<file path="src/rtl/bcd_pkg.sv">
// rtl/bcd_pkg.sv - shared constants and state encoding for the BCD-to-binary decoder
package bcd_pkg;

  typedef enum logic [1:0] {
    ST_IDLE = 2'd0,
    ST_CONV = 2'd1,
    ST_DONE = 2'd2
  } state_e;

  localparam logic [3:0] BCD_MAX     = 4'd9;
  localparam logic [3:0] DADJ_THRESH = 4'd8;
  localparam logic [3:0] DADJ_SUB    = 4'd3;

endpackage

</file>
<file path="src/rtl/bcd_digit_adj.sv">
// rtl/bcd_digit_adj.sv - per-digit reverse double-dabble correction (subtract 3 from digits of 8 or more)
module bcd_digit_adj
  import bcd_pkg::*;
(
  input  logic [3:0] in_i,
  output logic [3:0] out_o
);

  // A digit of 8+ after a right shift carried a ten's half in; remove the 3 it gained.
  always_comb begin
    out_o = in_i;
    if (in_i >= DADJ_THRESH) begin
      out_o = in_i - DADJ_SUB;
    end
  end

endmodule

</file>
<file path="src/rtl/bcd_to_bin.sv">
// rtl/bcd_to_bin.sv - sequential multi-digit BCD to unsigned binary decoder with start/busy/done
module bcd_to_bin
  import bcd_pkg::*;
#(
  parameter int NDIG = 2,
  parameter int BW   = 7
) (
  input  logic              clk,
  input  logic              clr,
  input  logic              start,
  input  logic [4*NDIG-1:0] bcd_in,
  output logic              busy,
  output logic              done,
  output logic [BW-1:0]     bin_out,
  output logic              err
);

  localparam int DW = 4 * NDIG;
  localparam int SW = DW + BW;
  localparam int CW = $clog2(BW + 1);
  localparam logic [CW-1:0] CNT_LAST = CW'(BW - 1);

  state_e          state_q, state_d;
  logic [DW-1:0]   dig_q, dig_d;
  logic [BW-1:0]   bin_q, bin_d;
  logic [CW-1:0]   cnt_q, cnt_d;
  logic [BW-1:0]   bin_out_q, bin_out_d;
  logic            err_q, err_d;

  logic [SW-1:0]   shifted;
  logic [DW-1:0]   adj_dig;
  logic            bad_digit;

  assign shifted = {dig_q, bin_q} >> 1;

  genvar g;
  generate
    for (g = 0; g < NDIG; g++) begin : g_adj
      bcd_digit_adj u_adj (
        .in_i  (shifted[BW + 4*g +: 4]),
        .out_o (adj_dig[4*g +: 4])
      );
    end
  endgenerate

  // Flag any incoming digit outside 0..9 so the conversion can be skipped.
  always_comb begin
    bad_digit = 1'b0;
    for (int i = 0; i < NDIG; i++) begin
      if (bcd_in[4*i +: 4] > BCD_MAX) begin
        bad_digit = 1'b1;
      end
    end
  end

  // Next-state and output logic: capture in IDLE, one shift+correct per CONV cycle, pulse in DONE.
  always_comb begin
    state_d   = state_q;
    dig_d     = dig_q;
    bin_d     = bin_q;
    cnt_d     = cnt_q;
    bin_out_d = bin_out_q;
    err_d     = err_q;
    busy      = 1'b0;
    done      = 1'b0;
    case (state_q)
      ST_IDLE: begin
        if (start) begin
          dig_d     = bcd_in;
          bin_d     = '0;
          cnt_d     = '0;
          bin_out_d = '0;
          err_d     = bad_digit;
          state_d   = bad_digit ? ST_DONE : ST_CONV;
        end
      end
      ST_CONV: begin
        busy  = 1'b1;
        dig_d = adj_dig;
        bin_d = shifted[BW-1:0];
        cnt_d = cnt_q + CW'(1);
        if (cnt_q == CNT_LAST) begin
          bin_out_d = shifted[BW-1:0];
          state_d   = ST_DONE;
        end
      end
      ST_DONE: begin
        done    = 1'b1;
        state_d = ST_IDLE;
      end
      default: begin
        state_d = ST_IDLE;
      end
    endcase
  end

  // State and datapath registers; clr aborts everything back to the idle, zeroed state.
  always_ff @(posedge clk or negedge clr) begin
    if (!clr) begin
      state_q   <= ST_IDLE;
      dig_q     <= '0;
      bin_q     <= '0;
      cnt_q     <= '0;
      bin_out_q <= '0;
      err_q     <= 1'b0;
    end else begin
      state_q   <= state_d;
      dig_q     <= dig_d;
      bin_q     <= bin_d;
      cnt_q     <= cnt_d;
      bin_out_q <= bin_out_d;
      err_q     <= err_d;
    end
  end

  assign bin_out = bin_out_q;
  assign err     = err_q;

endmodule

</file>
<file path="config.mk">
export PLATFORM = sky130hd
export DESIGN_NAME = bcd_to_bin
export DESIGN_NICKNAME = d
export VERILOG_FILES = /design/src/rtl/bcd_pkg.sv /design/src/rtl/bcd_digit_adj.sv /design/src/rtl/bcd_to_bin.sv
export SDC_FILE = /design/constraint.sdc
export NUM_CORES = 1
export LEC_CHECK = 0
export CORE_MARGIN = 1
export CORE_UTILIZATION = 51
export CTS_BUF_LIST = sky130_fd_sc_hd__clkbuf_8 sky130_fd_sc_hd__clkbuf_16
export DETAILED_ROUTE_END_ITERATION = 12
export PLACE_DENSITY = 0.88
export SLEW_MARGIN = 20
export SYNTH_ARGS = -nofsm -noshare
export SYNTH_HDL_FRONTEND = slang
export SYNTH_SLANG_ARGS = --single-unit
export TNS_END_PERCENT = 5
</file>
<file path="constraint.sdc">
create_clock -name clk -period 2.1 [get_ports clk]
set_clock_uncertainty 0.2 [all_clocks]
set_input_delay 0.63 -clock clk [delete_from_list [all_inputs] [get_ports clk]]
set_output_delay 0.63 -clock clk [all_outputs]
set_load 0.005 [all_outputs]
</file>
# Word level (Yosys, flattened, before mapping)
# Cells that the tools add are included.
[word_totals] register_bits=28 latch_bits=0 mem_bits_rw=0 mem_bits_ro=0 in_bits=11 out_inout_bits=10 elab_cells=42 memories=0
[op_classes] add_sub_neg=3 n_mul=0 div=0 n_lt_le_gt_ge=4 n_eq_ne=5 n_shift=0 n_mux=18 n_bitwise=0 n_reduce_logical=6
[op_table] op="$pmux 7 s2" n=2
[op_table] op="$pmux 8 s2" n=1
[op_table] op="$mux 7" n=2
[op_table] op="$gt 4x4->1 const B" n=2
[op_table] op="$mux 4" n=2
[op_table] op="$mux 8" n=1
[op_table] op="$mux 2" n=3
[op_table] op="$pmux 3 s2" n=1
[op_table] op="$reduce_and 2->1" n=3
[op_table] op="$ge 3x4->1 const B" n=1
[op_table] op="$ge 4x4->1 const B" n=1
[op_table] op="$mux 1" n=4
[op_table] op="$ne 2x2->1 const B" n=2
[op_table] op="$pmux 2 s2" n=1
[op_table] op="$sub 3x2->4 const B" n=1
[op_table] op="$sub 4x2->4 const B" n=1
[op_table] op="$add 3x1->3 const B" n=1
[op_table] op="$eq 3x3->1 const B" n=1
[op_table] op="$mux 3" n=1
[op_table] op="$reduce_and 3->1" n=1
[op_table] op="$eq 2x1->1 const B" n=1
[op_table] op="$eq 2x2->1 const B" n=1
[op_table] op="$logic_not 2->1" n=1
[op_table] op="$reduce_bool 2->1" n=1

# Longest topological paths before layout
[depth] depth_word=6 ltp_mapped=5 mapped_depth_nobuf=5

# Modules after synthesis
# From an unflattened synthesis, not the netlist that was laid out.
[unflattened] hier_cells=136 hier_area_um2=1381.3
[modules_own_cells] mod="bcd_to_bin" n_inst=1 cells_per_inst=114 area_each_um2=1228.7 seq_area_each_um2=675.6
[modules_own_cells] mod="bcd_digit_adj" n_inst=2 cells_per_inst=11 area_each_um2=76.3 seq_area_each_um2=0.0

# Worst setup path after synthesis
# No wires, ideal clock.
[synth_path] kind="in2reg" from="input port start" to="register bin_out_q[1], in the netlist bin_out[1]" setup_ps=125 arrival_time_ps=1344 t_required_ps=1775 slack_ps=432 cell_stages=3 n_path_buf=0 path_cell_list="nand2b_1 o22ai_4 mux2_2"
[synth_via] elab_chain_cells=2
[synth_lines] item="start: declaration" line_no="bcd_to_bin.sv:10" rtl="input logic start,"
[synth_lines] item="$ne 2x2->1 (no line)"
[synth_lines] item="$reduce_and 3->1 (no line)"
[synth_lines] item="end signal: assignment" line_no="bcd_to_bin.sv:111" rtl="bin_out_q <= bin_out_d;"
[synth_lines] item="end: declaration" line_no="bcd_to_bin.sv:27" rtl="logic [BW-1:0] bin_out_q, bin_out_d;"
# Every way passes these cells.
# A chain may end at the register's enable or synchronous reset.

# Worst setup path after layout
[layout_path] from="register state_q[1]" to="output port busy"
[layout_via] elab_chain_cells=2
[layout_lines] item="start: declaration" line_no="bcd_to_bin.sv:23" rtl="state_e state_q, state_d;"
[layout_lines] item="start signal: assignment" line_no="bcd_to_bin.sv:107" rtl="state_q <= state_d;"
[layout_lines] item="$eq 2x1->1" line_no="bcd_to_bin.sv:66" rtl="case (state_q)"
[layout_lines] item="$mux 1" line_no="bcd_to_bin.sv:66"
[layout_lines] item="end: declaration" line_no="bcd_to_bin.sv:12" rtl="output logic busy,"
# Every way passes these cells.

==> results by group <==
STA
  • Setup violations, final: 0
  • Final setup TNS: 0 ns
  • Achievable Freq: between 0.4 and 0.5 GHz
  • RSZ-0062 raised after global routing: no
  • Fin. max-slew vios: 0
  • Worst slew pin tran: 0.342 ns
  • Post-route minimum period: a little over 2 ns
  • Hold Vio Cnt, Final: 0
  • Tcrit/Tclk final: 0.975
  • Slew HR: 0.772
  • Final worst slack: between 0.05 and 0.06 ns

Drt
  • Residual DRC: 0
  • Total Routed Length: between 2000 and 3000 um
  • DR vias: ~970
  • Drt wl/cell: roughly 15 um
  • Post-DRT Antenna Nets: 0
  • DRT iter0 DRCs: 19
  • First-pass DRT Iterations: 4
  • Number of vias per cell: approximately 5.6

Die
  • Starting Density: 0.556
  • Core area: approximately 2300 um^2
  • Die Y: approximately 52 um
  • IO Count: 21
  • Die span in x: approximately 52 um
  • DIE AREA: 2680 um^2
  • Num rows: 17

Synth
  • Leading post-synthesis cells by cell area: dfrtp_1, mux2_2, o21ai_0
  • Synth Register Bits: 27
  • EDFF count, synth: 0
  • Mean Syn Cell Area: about 11 um^2
  • Synth warn: 0
  • Mapped Nets: around 130
  • Area leader, netlist: dfrtp_1
  • Synth Cell Area: 1260 um^2
  • Post-synth top cells: dfrtp_1, nand2_1, o21ai_0
  • Async SR Flop Fraction: 1.00
  • Most used DFF post-synth: dfrtp_1
  • Netlist cell types: 32
  • Most frequent cell after synthesis: dfrtp_1
  • Seq/Total Area, Yosys: 0.534
  • Synth Instances: roughly 110
  • Post-synth top area share: 0.534

Clock network
  • # hold bufs at CTS: 0
  • H-tree depth: 1
  • Clk slew on worst S/H paths: roughly 0.09 ns
  • CTS buffer count: 3
  • Clk root buf: clkbuf_8
  • Clk Latency, worst-skew pair: ~0.27 ns
  • Sink Count: 27
  • CTS tree: built
  • CTS Buffer Depth: 2
  • Postcts setup bufs: 0

Power
  • Leak: 0.808 nW
  • Maximum vdd drop: 0.837 mV
  • Pwr dens: 1220 nW/um^2

Cells and area
  • Final Util: 0.709
  • Number of diodes: 0
  • Area used by multi-input combinational logic: 552 um^2
  • Final net count: between 150 and 200
  • Share of layout cells above drive strength 1: 0.200
  • Fill cells: 140
  • Finished Layout Cells: 173
  • Storage element area: between 600 and 700 um^2
  • Post-route design area: about 1600 um^2
  • Layout area overhead: 27.6%

Setup path
  • CP max FO: 2
  • Delay-heaviest family, CP: flip-flops
  • CP Capture Type: output pin
  • WS Path Type: register to output pin
  • Required time worst endpoint: ~1.3 ns
  • Critical path cell sequence: or2b_4 > inv_2 > dlygate4sd2_1
  • CP max stage delay: about 0.40 ns
  • Startpoint Class: register
  • CP arrival: 1.22 ns
  • Slowest-stage cell, CP: dfrtp_1
  • Crit path buffers/inverters: 2

GRT
  • Number of global-route vias before repair: between 1,000 and 1,500
  • Pin count of the biggest net entering global routing: 28
  • Global route total overflow: 0
  • GRT Overall Usage: 0.225
  • Initial antenna violation count: 0
  • First-pass GRT wire length: ~4300 um

Run status
  • Status: completed

Placement
  • Gpl congestion: 0.853
  • Inst Count DP: around 170
  • HPWL after DPL: around 1900 um
  • Port bufs: 20
  • Dpl cell area: around 1600 um^2
  • Pre-CTS setup slack: -0.129 ns

Hold path
  • Hold crit path type: register to register

Job
  • Max Cap Violations: 0
flip-flops by register name, indices dropped and copies added, names as in the netlist:
name	flops
bin_out	7
state_q	2
err	1
dig_q	8
bin_q	6
cnt_q	3
cells by family (layout without fill, tap and decap cells):
group | after synthesis | in the layout | share of synthesized area
buffers and inverters | 9 | 41 | 0.0297
xor gates and xnor gates | 2 | 2 | 0.0139
AOI/OAI and AO/OA | 32 | 32 | 0.184
and+or+nand+nor | 30 | 30 | 0.120
muxes | 9 | 9 | 0.0791
adders and majority gates | 4 | 4 | 0.0396
DFF | 27 | 27 | 0.534
through the flow:
step                hold WS, ns  total power [mW]
floorplan                 0.134              1.32
global placement          0.250              1.64
detailed placement        0.265              1.69
CTS                       0.286              1.97
global route              0.321              2.11
finish                    0.281              1.97
worst register-to-register path, delay by kind of cell (launching register included):
family,cells,cell delay (ns)
buffers and inverters,1,0.18
AO/OA/AOI/OAI,1,0.30
multiplexers,1,0.38
AND/OR/NAND/NOR,1,0.20
flip-flops,1,0.40
where the power goes:
| group | switching [mW] | internal, mW | total (mW) |
|---|---|---|---|
| combinational | 0.394 | 0.447 | 0.841 |
| sequential | 0.144 | 0.695 | 0.839 |
| clock | 0.160 | 0.133 | 0.293 |
| total | 0.697 | 1.28 | 1.97 |
layout make-up:
type / count / area share
Clock buffer: 3 / 0.0256
Clock inverter: 1 / 0.00310
Inverter: 6 / 0.0155
Timing Repair Buffer: 31 / 0.174
Multi-Input combinational cell: 77 / 0.342
Tap cell: 28 / 0.0217
Sequential cell: 27 / 0.419
placed cells by master (no fill, tap or decap), types with 2 or more instances in the layout:
cell type	instances
inv_1	4
a21oi_1	2
buf_4	11
nor2b_1	2
nor2_1	6
and2_1	6
a22oi_1	3
dfrtp_1	27
clkdlybuf4s50_1	18
mux2_2	8
nand2_1	11
o21ai_0	11
clkbuf_8	3
ha_1	4
dlygate4sd2_1	2
a21o_1	6
per-layer routing:
layer | track usage | share of wire | up-vias
li1 | - | - | 462
met1 | 0.285 | 0.44 | 483
met2 | 0.374 | 0.51 | 20
met3 | 0.0263 | 0.035 | 4
met4 | 0.126 | 0.012 | 0
met5 | 0 | 0 | -
worst paths after layout:
check	from	to	slack [ns]	cells past startpoint
setup / recovery	state_q[1]$_DFFE_PN0P_	busy	0.05	3
hold / removal	bin_q[5]$_DFFE_PN0P_	bin_q[5]$_DFFE_PN0P_	0.28	1
setup reg to reg	state_q[0]$_DFFE_PN0P_	bin_out[6]$_DFFE_PN0P_	0.34	4
hold reg to reg	bin_q[5]$_DFFE_PN0P_	bin_q[5]$_DFFE_PN0P_	0.28	1
max in group asynchronous	clr	dig_q[3]$_DFFE_PN0P_	0.94	2
min in group asynchronous	clr	bin_q[3]$_DFFE_PN0P_	0.51	2
repair_timing:
item | CTS | global route
gates resized for setup | 2 | 1
pin swaps | 0 | 0
endpoints found under the setup margin | 2 | 1
Power figures use the tool's default switching activity.
